==> config.mk <==
export PLATFORM = sky130hd
export DESIGN_NAME = lock_queue_arbiter
export DESIGN_NICKNAME = d
export VERILOG_FILES = /design/src/rtl/lock_queue_arbiter.sv
export SDC_FILE = /design/constraint.sdc
export NUM_CORES = 1
export LEC_CHECK = 0
export BUFFER_PORTS_ARGS = -buffer_cell sky130_fd_sc_hd__buf_4
export CAP_MARGIN = 10
export CORE_UTILIZATION = 60
export DETAILED_ROUTE_END_ITERATION = 16
export PLACE_DENSITY = 0.82
export SYNTH_ARGS = -nofsm -noshare
export SYNTH_HDL_FRONTEND = slang
export SYNTH_SLANG_ARGS = --single-unit
==> constraint.sdc <==
create_clock -name clk -period 7.5 [get_ports clk]
set_clock_uncertainty 0.05 [all_clocks]
set_input_delay 0.75 -clock clk [delete_from_list [all_inputs] [get_ports clk]]
set_output_delay 0.75 -clock clk [all_outputs]
set_load 0.01 [all_outputs]
==> src/rtl/lock_queue_arbiter.sv <==
// Lock arbiter: serialises lock/unlock commands from accelerators over an input stream and
// returns grant/reject acks, queueing contenders per lock and handing over round-robin.
module lock_queue_arbiter #(
    parameter int unsigned NUM_LOCKS       = 4,
    parameter logic [7:0]  CMD_LOCK_CODE   = 8'h04,
    parameter logic [7:0]  CMD_UNLOCK_CODE = 8'h05,
    parameter logic [7:0]  ACK_OK_CODE     = 8'h01,
    parameter logic [7:0]  ACK_REJECT_CODE = 8'h00
) (
    input  logic        clk,
    input  logic        rstn,
    input  logic [63:0] inStream_TDATA,
    input  logic        inStream_TVALID,
    input  logic [3:0]  inStream_TID,
    output logic        inStream_TREADY,
    output logic [7:0]  outStream_TDATA,
    output logic        outStream_TVALID,
    input  logic        outStream_TREADY,
    output logic [3:0]  outStream_TDEST
);

    localparam int unsigned IdW    = (NUM_LOCKS > 1) ? $clog2(NUM_LOCKS) : 1;
    localparam logic [IdW-1:0] IdMask = IdW'(NUM_LOCKS - 1);

    typedef enum logic [1:0] {StReadCmd, StDecode, StSendAck} state_e;

    state_e                       state_q, state_d;
    logic [7:0]                   cmd_q, cmd_d;
    logic [IdW-1:0]               id_q, id_d;
    logic [3:0]                   tid_q, tid_d;
    logic [NUM_LOCKS-1:0]         held_q, held_d;
    logic [NUM_LOCKS-1:0][3:0]    owner_q, owner_d;
    logic [NUM_LOCKS-1:0][15:0]   waiters_q, waiters_d;
    logic [7:0]                   ack_data_q, ack_data_d;
    logic [3:0]                   ack_dest_q, ack_dest_d;

    logic [3:0]  cur_owner;
    logic [15:0] cur_waiters;
    logic        grant_found;
    logic [3:0]  grant_tid;
    logic [3:0]  scan_idx;
    logic        unused_tdata;

    assign unused_tdata = ^{inStream_TDATA[63:16], inStream_TDATA[15:8+IdW]};

    assign cur_owner   = owner_q[id_q];
    assign cur_waiters = waiters_q[id_q];

    // Hand-over scan starts just after the releasing owner and wraps modulo 16.
    always_comb begin
        grant_found = 1'b0;
        grant_tid   = '0;
        scan_idx    = '0;
        for (int k = 1; k <= 16; k++) begin
            scan_idx = cur_owner + 4'(k);
            if (!grant_found && cur_waiters[scan_idx]) begin
                grant_found = 1'b1;
                grant_tid   = scan_idx;
            end
        end
    end

    always_comb begin
        state_d    = state_q;
        cmd_d      = cmd_q;
        id_d       = id_q;
        tid_d      = tid_q;
        held_d     = held_q;
        owner_d    = owner_q;
        waiters_d  = waiters_q;
        ack_data_d = ack_data_q;
        ack_dest_d = ack_dest_q;
        unique case (state_q)
            StReadCmd: begin
                if (inStream_TVALID) begin
                    cmd_d   = inStream_TDATA[7:0];
                    id_d    = inStream_TDATA[8 +: IdW] & IdMask;
                    tid_d   = inStream_TID;
                    state_d = StDecode;
                end
            end
            StDecode: begin
                state_d = StReadCmd;
                if (cmd_q == CMD_LOCK_CODE) begin
                    if (!held_q[id_q]) begin
                        held_d[id_q]  = 1'b1;
                        owner_d[id_q] = tid_q;
                        ack_data_d    = ACK_OK_CODE;
                        ack_dest_d    = tid_q;
                        state_d       = StSendAck;
                    end else if (cur_owner == tid_q) begin
                        ack_data_d = ACK_REJECT_CODE;
                        ack_dest_d = tid_q;
                        state_d    = StSendAck;
                    end else begin
                        waiters_d[id_q][tid_q] = 1'b1;
                    end
                end else if (cmd_q == CMD_UNLOCK_CODE && held_q[id_q] && cur_owner == tid_q) begin
                    if (!grant_found) begin
                        held_d[id_q] = 1'b0;
                    end else begin
                        owner_d[id_q]              = grant_tid;
                        waiters_d[id_q][grant_tid] = 1'b0;
                        ack_data_d                 = ACK_OK_CODE;
                        ack_dest_d                 = grant_tid;
                        state_d                    = StSendAck;
                    end
                end
            end
            StSendAck: begin
                if (outStream_TREADY) begin
                    state_d = StReadCmd;
                end
            end
            default: state_d = StReadCmd;
        endcase
    end

    always_ff @(posedge clk or negedge rstn) begin
        if (!rstn) begin
            state_q    <= StReadCmd;
            cmd_q      <= '0;
            id_q       <= '0;
            tid_q      <= '0;
            held_q     <= '0;
            owner_q    <= '0;
            waiters_q  <= '0;
            ack_data_q <= '0;
            ack_dest_q <= '0;
        end else begin
            state_q    <= state_d;
            cmd_q      <= cmd_d;
            id_q       <= id_d;
            tid_q      <= tid_d;
            held_q     <= held_d;
            owner_q    <= owner_d;
            waiters_q  <= waiters_d;
            ack_data_q <= ack_data_d;
            ack_dest_q <= ack_dest_d;
        end
    end

    // Gated by rstn so the input side reads not-ready while reset is held.
    assign inStream_TREADY  = (state_q == StReadCmd) && rstn;
    assign outStream_TVALID = (state_q == StSendAck);
    assign outStream_TDATA  = ack_data_q;
    assign outStream_TDEST  = ack_dest_q;

endmodule

==> out/results.txt, run 1 <==
Status -> finished, final reports clean
Die X -> 116 µm
Post-CTS Setup Inserts -> 0
Slew headroom -> 0.304
CTS HTree Levels -> 3
Drt first pass iters -> 6
Final ANT Viol Nets -> 0
Maximum number of pins on one net before global-route repair -> 57
WS Path Type -> reg -> reg
Top cells by area, synth -> dfrtp_1 33%, mux4_2 11%, mux2_2 7.9%
Post-synth top area cell -> dfrtp_1
Minimum clock period -> 6.64 ns
Post-placement cell count -> 945
CTS tree -> built
Multi-input logic area -> 4860 µm²
Num rows -> 41
RSZ-0062 raised after global routing -> false
Die Footprint -> 13600 µm²
Remaining global-route overflow -> 0
Top Ports -> 86
Most frequent cells after synthesis -> 105 x dfrtp_1, 75 x a21oi_1, 64 x a31oi_1
Setup TNS -> 0 ns
Met3 Usage GRT -> 0.0612
DRT Wirelength -> 22800 µm
Synth Cell Area -> 7860 µm²
CTS Root Cell -> clkbuf_16
CTS Buf Count -> 9
Clk_lat worst skew -> 0.35 ns
Lkg Pwr -> 3.40 nW
Post-synthesis sequential area ratio -> 0.334
WP data required -> 7.63 ns
Via/cell ratio -> 7.32
DP HPWL -> 15900 µm
GRT busiest layer -> met2
Sink Count -> 105
Storage cell area -> 2630 µm²
Starting density of the core -> 0.618
Synth Instances -> 790
Nets -> 864
Number of fill cells -> 998
Post-synth cell types -> 78
Startpoint Class -> register
Vias in the first global route -> 6718
DR vias -> 7037
Wirelength per Cell -> 23.8 µm
Initial drt markers -> 846
Drc violations -> 0
EDFF count, synth -> 0
N_diodes -> 0
Worst setup EP type -> register
Placeable Area -> 12700 µm²
Clock slew at reported path FFs -> 0.07 ns
Met1 GRT Util -> 0.474
Final cycle utilization of the critical path -> 0.885
Yosys top cell area share -> 0.334
Final Hold Vio Count -> 0
Top achievable clock speed -> 0.151 GHz
Top-count cell post-synth -> dfrtp_1
# port buffers -> 24
Main synth FF type -> dfrtp_1
# hold bufs at CTS -> 0
Clock buffer depth -> 2
Max-cap violations -> 0
Synthesized area per cell -> 9.95 µm²
Final Max Tran Viols -> 0
PwrDens -> 144 nW/µm²
Crit path DAT -> 6.77 ns
Layout area overhead -> 6.36%
Total track usage -> 0.353
Worst-path maximum fanout -> 31
Fin cells -> 961
#FFs+latches synth -> 105
Worst Tran Pin Value -> 1.04 ns
Chip Height -> 116 µm
Post-CTS sizing -> 0
Hold Crit Class -> in -> async
Setup violators final -> 0
Syn. warnings -> 0
Routability congestion estimate -> 0.954
Met2 GRT Util -> 0.562
Initial antenna violation count -> 0
First-pass GRT wire length -> 35900 µm
Post-synthesis async set-or-reset flop share -> 1.00
Max VDD drop -> 0.222 mV
Total power -> 1.20 mW
Share of post-route cells with drive strength above 1 -> 0.232
worst max-delay path, stage by stage, from the launching register on:
cell,delay [ns]
dfrtp_2,0.99
mux2i_1,0.20
mux2_2,0.53
ha_1,0.80
inv_1,0.42
mux4_2,0.58
mux2i_1,0.20
nor2_1,0.11
nor3_2,0.42
o21ai_0,0.18
o32ai_1,0.25
o31a_1,0.20
o32a_1,0.66
nor2b_1,0.64
a31oi_1,0.19
metal layers:
layer	vias up	share of wire
met5	-	0
met4	0	0.040
met3	84	0.097
met2	502	0.48
met1	3444	0.39
li1	3007	-
kinds of logic (layout without fill, tap and decap cells):
logic type,count (synthesis),in the layout,share of synthesized area
simple gates,210,210,0.145
compound gates,241,241,0.194
other cells,1,7,0.000477
buf+inv,76,69,0.0523
xor+xnor,17,17,0.0218
flops,105,105,0.334
fa+ha+maj,8,8,0.0127
mux,132,132,0.240
layout make-up:
class / count / share of cell area
timing repair buffer: 37 / 0.0332
clock buffer: 9 / 0.0269
inverter: 16 / 0.00718
sequential: 105 / 0.314
tap: 172 / 0.0257
clock inverter: 7 / 0.0120
multi-input combinational: 615 / 0.581
flip-flops by register name, summed over array words and instances, names as in the netlist, named ones only:
| register | cells |
|---|---|
| waiters_q | 64 |
| owner_q | 16 |
| cmd_q | 8 |
| outStream_TDEST | 4 |
| tid_q | 4 |
| id_q | 2 |
| state_q | 2 |
| outStream_TDATA | 1 |
report_power, final:
part           internal [mW]  switching, mW  leakage, nW
registers              0.577         0.0331         1.43
logic                 0.0378         0.0432         1.80
clock network          0.295          0.215        0.160
worst paths after layout:
check	startpoint	to	slack [ns]	cells after the start
max	id_q[0]	waiters_q[44]	0.86	14
min	rstn	outStream_TDEST[1]	0.38	1
max reg2reg	id_q[0]	waiters_q[44]	0.86	14
min reg2reg	owner_q[11]	owner_q[11]	0.46	1
max in group asynchronous	rstn	waiters_q[29]	5.89	2
min in group clk	owner_q[11]	owner_q[11]	0.46	1
cells in the final DEF (no fill, tap or decap), types with 5 or more instances in the layout:
| master | count |
|---|---|
| dfrtp_1 | 104 |
| a21oi_1 | 75 |
| a31oi_1 | 64 |
| mux2_2 | 55 |
| nand2_1 | 44 |
| mux4_2 | 38 |
| nor2_1 | 38 |
| buf_4 | 37 |
| mux2i_1 | 33 |
| nor3_1 | 27 |
| o21ai_0 | 23 |
| nand3_1 | 18 |
| inv_1 | 13 |
| nor2b_1 | 13 |
| xnor2_1 | 12 |
| nand2b_1 | 12 |
| o22ai_1 | 10 |
| o211ai_1 | 9 |
| clkbuf_16 | 9 |
| ha_1 | 8 |
| and2_1 | 7 |
| conb_1 | 7 |
| and3_1 | 6 |
| or2_2 | 6 |
| o31ai_1 | 6 |
| nor3b_1 | 5 |
| or3_1 | 5 |
| mux2_1 | 5 |
through the flow:
step / util / area [µm²] / hold WS (ns) / setup slack [ns]
after global placement: 0.632 / 8040 / 0.419 / 1.16
final: 0.657 / 8360 / 0.377 / 0.859
after detailed placement: 0.632 / 8040 / 0.436 / 1.06
after global routing: 0.657 / 8360 / 0.443 / 0.474
after floorplan: - / 7890 / 0.404 / 2.57
after CTS: 0.657 / 8360 / 0.401 / 1.01
Power figures use the tool's default switching activity.
==> inputs of run 2 (changes only) <==
--- a/config.mk
+++ b/config.mk
@@ -7,9 +7,9 @@
 export LEC_CHECK = 0
 export BUFFER_PORTS_ARGS = -buffer_cell sky130_fd_sc_hd__buf_4
 export CAP_MARGIN = 10
-export CORE_UTILIZATION = 60
+export CORE_UTILIZATION = 55
 export DETAILED_ROUTE_END_ITERATION = 16
-export PLACE_DENSITY = 0.82
+export PLACE_DENSITY = 0.76
 export SYNTH_ARGS = -nofsm -noshare
 export SYNTH_HDL_FRONTEND = slang
 export SYNTH_SLANG_ARGS = --single-unit
==> out/results.txt, run 2 (synthesized netlist as in run 1, its figures left out) <==
Worst Tran Pin Value -> 1.05 ns (+0.0177 ns)
Die X -> 122 µm (+4.4%)
Worst reg-to-reg setup slack -> 1.20 ns (+0.35 ns)
Hold Crit Class -> in -> async
Largest registers -> waiters_q (64), owner_q (16), cmd_q (8)
First-pass GRT wire length -> 36400 µm (+1.4%)
CTS tree -> built
Initial drt markers -> 903 (+6.7%)
Fin util -> 0.597 (-0.0601)
Final ANT Viol Nets -> 0 (unchanged)
Maximum number of pins on one net before global-route repair -> 58 (+1.8%)
PwrDens -> 136 nW/µm² (-5.6%)
DR vias -> 7025 (-0.17%)
Final Hold Vio Count -> 0 (unchanged)
Die Footprint -> 14800 µm² (+8.9%)
Initial antenna violation count -> 0 (unchanged)
DP HPWL -> 16000 µm (+0.89%)
Clock slew at reported path FFs -> 0.07 ns (about the same)
Vias in the first global route -> 6741 (+0.34%)
Starting density of the core -> 0.564 (-0.0538)
Max FFs per register -> 64 (unchanged)
Pre-CTS setup slack -> 1.28 ns (+0.226 ns)
Worst setup EP type -> register
Remaining global-route overflow -> 0 (unchanged)
Post-CTS Setup Inserts -> 0 (unchanged)
Slowest stage cell, crit path -> dfrtp_2
Lkg Pwr -> 3.37 nW (-0.88%)
Placeable Area -> 13900 µm² (+9.5%)
Crit path DAT -> 6.42 ns (-0.35 ns)
# hold bufs at CTS -> 0 (unchanged)
Final Max Tran Viols -> 0 (unchanged)
Sink Count -> 105 (unchanged)
Commonest non-fill, non-tap cells in the layout -> 104 x dfrtp_1, 75 x a21oi_1, 64 x a31oi_1
Nets -> 864 (unchanged)
Num rows -> 43 (+4.9%)
Max-cap violations -> 0 (unchanged)
Most flops, register -> waiters_q
Top achievable clock speed -> 0.159 GHz (+5.5%)
Setup TNS -> 0 ns (unchanged)
Minimum clock period -> 6.30 ns (-0.345 ns)
DRT Wirelength -> 22900 µm (+0.25%)
Share of post-route cells with drive strength above 1 -> 0.228 (-0.00351)
Drc violations -> 0 (unchanged)
Clk_lat worst skew -> 0.35 ns (about the same)
WS Path Type -> reg -> reg
Worst-path maximum fanout -> 34 (+9.7%)
N_diodes -> 0 (unchanged)
Final cycle utilization of the critical path -> 0.839 (-0.0460)
Total track usage -> 0.323 (-0.0298)
Status -> finished, final reports clean
Slew headroom -> 0.292 (-0.0123)
Clock buffer depth -> 2 (unchanged)
Setup violators final -> 0 (unchanged)
Top Ports -> 86 (unchanged)
CTS Root Cell -> clkbuf_16
Wirelength per Cell -> 23.6 µm (-0.48%)
Startpoint Class -> register
CTS Buf Count -> 9 (unchanged)
Hold slack -> 0.356 ns (-0.0214 ns)
Most common cell after layout, fill and taps aside -> dfrtp_1
WP data required -> 7.63 ns (about the same)
Max VDD drop -> 0.160 mV (-28%)
# port buffers -> 24 (unchanged)
Via/cell ratio -> 7.26 (-0.89%)
Drt first pass iters -> 5 (-1)
CTS HTree Levels -> 3 (unchanged)
Chip Height -> 122 µm (+4.4%)
RSZ-0062 raised after global routing -> false
Worst path cell trace -> mux4_2 -> buf_4 -> ha_1 -> inv_1 -> xnor2_2 -> nand3_1 -> a41oi_1 -> o21ai_0 -> or2_1 -> nor3_1 -> a32oi_1 -> a21oi_2 -> and2_1 -> a31oi_1
Layout area overhead -> 5.86%
Routability congestion estimate -> 0.989 (+3.7%)
Post-CTS sizing -> 0 (unchanged)
Final setup margin -> 1.20 ns (+0.345 ns)
CP max stage delay -> 0.99 ns (about the same)
run 2: metrics by stage:
step | cells | area (µm²) | total power [mW]
2_1_floorplan | 796 | 7890 | 0.668
3_3_place_gp | 953 | 8050 | 0.697
3_5_place_dp | 953 | 8050 | 0.699
4_1_cts | 968 | 8320 | 1.13
5_1_grt | 968 | 8320 | 1.16
6_report | 968 | 8320 | 1.13
run 2: routing by layer:
layer  routed length [µm]  vias to the layer above  track usage
li1                     -                     3015            -
met1                 9090                     3458        0.440
met2                11000                      468        0.521
met3                 1890                       84       0.0421
met4                  885                        0        0.140
met5                    0                        -            0
run 2: where the power goes:
part	switching [mW]	total, mW	internal [mW]
combinational	0.0423	0.0800	0.0377
sequential	0.0321	0.610	0.578
clock	0.197	0.439	0.242
run 2: layout make-up:
cell class,count,area (µm²)
Tap cell,180,225
Clock inverter,2,15.0
Sequential cell,105,2630
Fill cell,1162,5610
Timing Repair Buffer,37,278
Clock buffer,13,260
Multi-Input combinational cell,615,4860
Inverter,16,60.1
run 2: final timing paths:
| path | end | cells past startpoint | start |
|---|---|---|---|
| worst max register to register | waiters_q[19] | 14 | id_q[0] |
| worst min-delay path | outStream_TDEST[3] | 1 | rstn |
| max in group asynchronous | waiters_q[33] | 2 | rstn |
| worst min register to register | owner_q[1] | 1 | owner_q[1] |
| worst max-delay path | waiters_q[19] | 14 | id_q[0] |
| min in group clk | owner_q[1] | 1 | owner_q[1] |
run 2: critical path, delay by kind of cell (launching register included):
kind | cells | cell delay (ns)
flops | 1 | 0.99
fa+ha+maj | 1 | 0.38
mux | 1 | 0.41
compound gates | 5 | 1.70
buf+inv | 2 | 0.57
simple gates | 4 | 1.56
xor+xnor | 1 | 0.44
==> inputs of run 3 (changes only) <==
==> constraint.sdc (replaced) <==
create_clock -name clk -period 6.14 [get_ports clk]
set_clock_uncertainty 0.05 [all_clocks]
set_input_delay 0.614 -clock clk [delete_from_list [all_inputs] [get_ports clk]]
set_output_delay 0.614 -clock clk [all_outputs]
set_load 0.01 [all_outputs]
==> out/results.txt, run 3 (synthesized netlist as in run 1, its figures left out) <==
Largest registers -> waiters_q (64), owner_q (16), cmd_q (8)
Post-CTS Setup Inserts -> 0 (unchanged)
Worst r2r path cells -> 13 (-1)
Number of fill cells -> 1178 (+1.4%)
Wirelength per Cell -> 23.9 µm (+0.98%)
Commonest non-fill, non-tap cells in the layout -> 104 x dfrtp_1, 75 x a21oi_1, 64 x a31oi_1
Most common cell after layout, fill and taps aside -> dfrtp_1
WS Path Type -> reg -> reg
CTS Root Cell -> clkbuf_16
Drt first pass iters -> 5 (unchanged)
CP max stage delay -> 0.65 ns (-0.34 ns)
Worst-path maximum fanout -> 16 (-53%)
Remaining global-route overflow -> 0 (unchanged)
Drc violations -> 0 (unchanged)
CTS HTree Levels -> 3 (unchanged)
Clk_lat worst skew -> 0.35 ns (about the same)
CTS tree -> built
Most flops, register -> waiters_q
Setup violators final -> 0 (unchanged)
Die Footprint -> 14800 µm² (unchanged)
Chip Height -> 122 µm (unchanged)
Top Ports -> 86 (unchanged)
Post-CTS sizing -> 0 (unchanged)
Share of post-route cells with drive strength above 1 -> 0.236 (+0.00709)
PwrDens -> 175 nW/µm² (+29%)
Nets -> 869 (+0.58%)
Maximum number of pins on one net before global-route repair -> 65 (+12%)
Total track usage -> 0.334 (+0.0108)
Sink Count -> 105 (unchanged)
First-pass GRT wire length -> 37500 µm (+3.1%)
Area after DPL -> 8090 µm² (+0.47%)
Vias in the first global route -> 6826 (+1.3%)
WP data required -> 6.26 ns (-1.37 ns)
N_diodes -> 0 (unchanged)
Via/cell ratio -> 7.02 (-3.2%)
Clock slew at reported path FFs -> 0.07 ns (about the same)
# port buffers -> 24 (unchanged)
Max-cap violations -> 0 (unchanged)
CP delay by family, top -> compound AO/OA/AOI/OAI gates
Crit path depth -> 13 (-1)
Worst setup EP type -> register
Worst Tran Pin Value -> 1.10 ns (+0.0476 ns)
Max VDD drop -> 0.189 mV (+18%)
Slew headroom -> 0.263 (-0.0291)
Initial antenna violation count -> 0 (unchanged)
Hold Crit Class -> in -> async
Initial drt markers -> 932 (+3.2%)
Clock buffer depth -> 2 (unchanged)
DR vias -> 6840 (-2.6%)
Status -> finished, final reports clean
Worst path cell trace -> mux4_2 -> inv_2 -> ha_1 -> inv_1 -> nand3_1 -> a41oi_1 -> o21ai_0 -> or2_1 -> nor3_1 -> a32oi_1 -> a21oi_2 -> and2_1 -> a31oi_1
Setup TNS -> 0 ns (unchanged)
CTS Buf Count -> 9 (unchanged)
Final Hold Vio Count -> 0 (unchanged)
Top achievable clock speed -> 0.176 GHz (+11%)
Layout area overhead -> 7.06%
Die X -> 122 µm (unchanged)
RSZ-0062 raised after global routing -> false
Slowest stage cell, crit path -> mux4_2
Num rows -> 43 (unchanged)
Routability congestion estimate -> 0.950 (-3.9%)
Final cycle utilization of the critical path -> 0.924 (+0.0847)
Placeable Area -> 13900 µm² (unchanged)
# hold bufs at CTS -> 0 (unchanged)
DRT Wirelength -> 23300 µm (+1.6%)
Minimum clock period -> 5.67 ns (-0.621 ns)
CP bufs+invs -> 2 (unchanged)
Final Max Tran Viols -> 0 (unchanged)
Lkg Pwr -> 3.42 nW (+1.6%)
Final instance area -> 8420 µm² (+1.1%)
DP HPWL -> 16500 µm (+3.3%)
Final ANT Viol Nets -> 0 (unchanged)
Startpoint Class -> register
Starting density of the core -> 0.564 (unchanged)
Max FFs per register -> 64 (unchanged)
Crit path DAT -> 5.80 ns (-0.62 ns)
## run 3: changes by cell type in the layout (fill, tap and decap cells not counted), sizes merged
| cell | delta |
|---|---|
| buf | +5 |
| bufinv | +2 |
| clkbuf | -1 |
| clkinv | +1 |
| clkinvlp | -1 |
## run 3: layout make-up
cell class                 instances  area [µm²]  share of cell area
multi-input combinational        615        4860               0.577
sequential                       105        2630               0.312
timing repair buffer              42         315              0.0374
clock buffer                      12         256              0.0305
tap                              180         225              0.0267
clock inverter                     4        76.3             0.00907
inverter                          16        60.1             0.00713
## run 3: per-layer routing
layer  vias up  global-route usage  part of all wire  routed length, µm
li1       3026                   -                 -                  -
met1      3399               0.441              0.40               9260
met2       359               0.549              0.49              11400
met3        56              0.0496             0.075               1740
met4         0               0.145             0.036                837
met5         -                   0                 0                  0
## run 3: path summary, 6_finish.rpt
kind | start | endpoint | slack [ns]
min | rstn | owner_q[6] | 0.20
min reg2reg | owner_q[14] | owner_q[14] | 0.46
max reg2reg | id_q[0] | waiters_q[3] | 0.47
max in group asynchronous | rstn | id_q[0] | 4.63
min in group clk | inStream_TDATA[9] | id_q[1] | 0.45
max | id_q[0] | waiters_q[3] | 0.47
## run 3: stage by stage
step | hold WS [ns] | worst slack, ns | total power [mW] | cells | util
6_report | 0.196 | 0.465 | 1.48 | 974 | 0.604
2_1_floorplan | 0.268 | 1.21 | 0.817 | 796 | -
3_3_place_gp | 0.426 | 0.667 | 0.852 | 958 | 0.580
3_5_place_dp | 0.433 | 0.611 | 0.857 | 958 | 0.580
5_1_grt | 0.240 | 0.100 | 1.51 | 974 | 0.604
4_1_cts | 0.219 | 0.579 | 1.48 | 974 | 0.604
## run 3: power breakdown
part	switching (mW)	total (mW)	internal (mW)	leakage (nW)
clock	0.250	0.630	0.381	0.159
sequential	0.0271	0.733	0.706	1.43
combinational	0.0655	0.112	0.0469	1.83
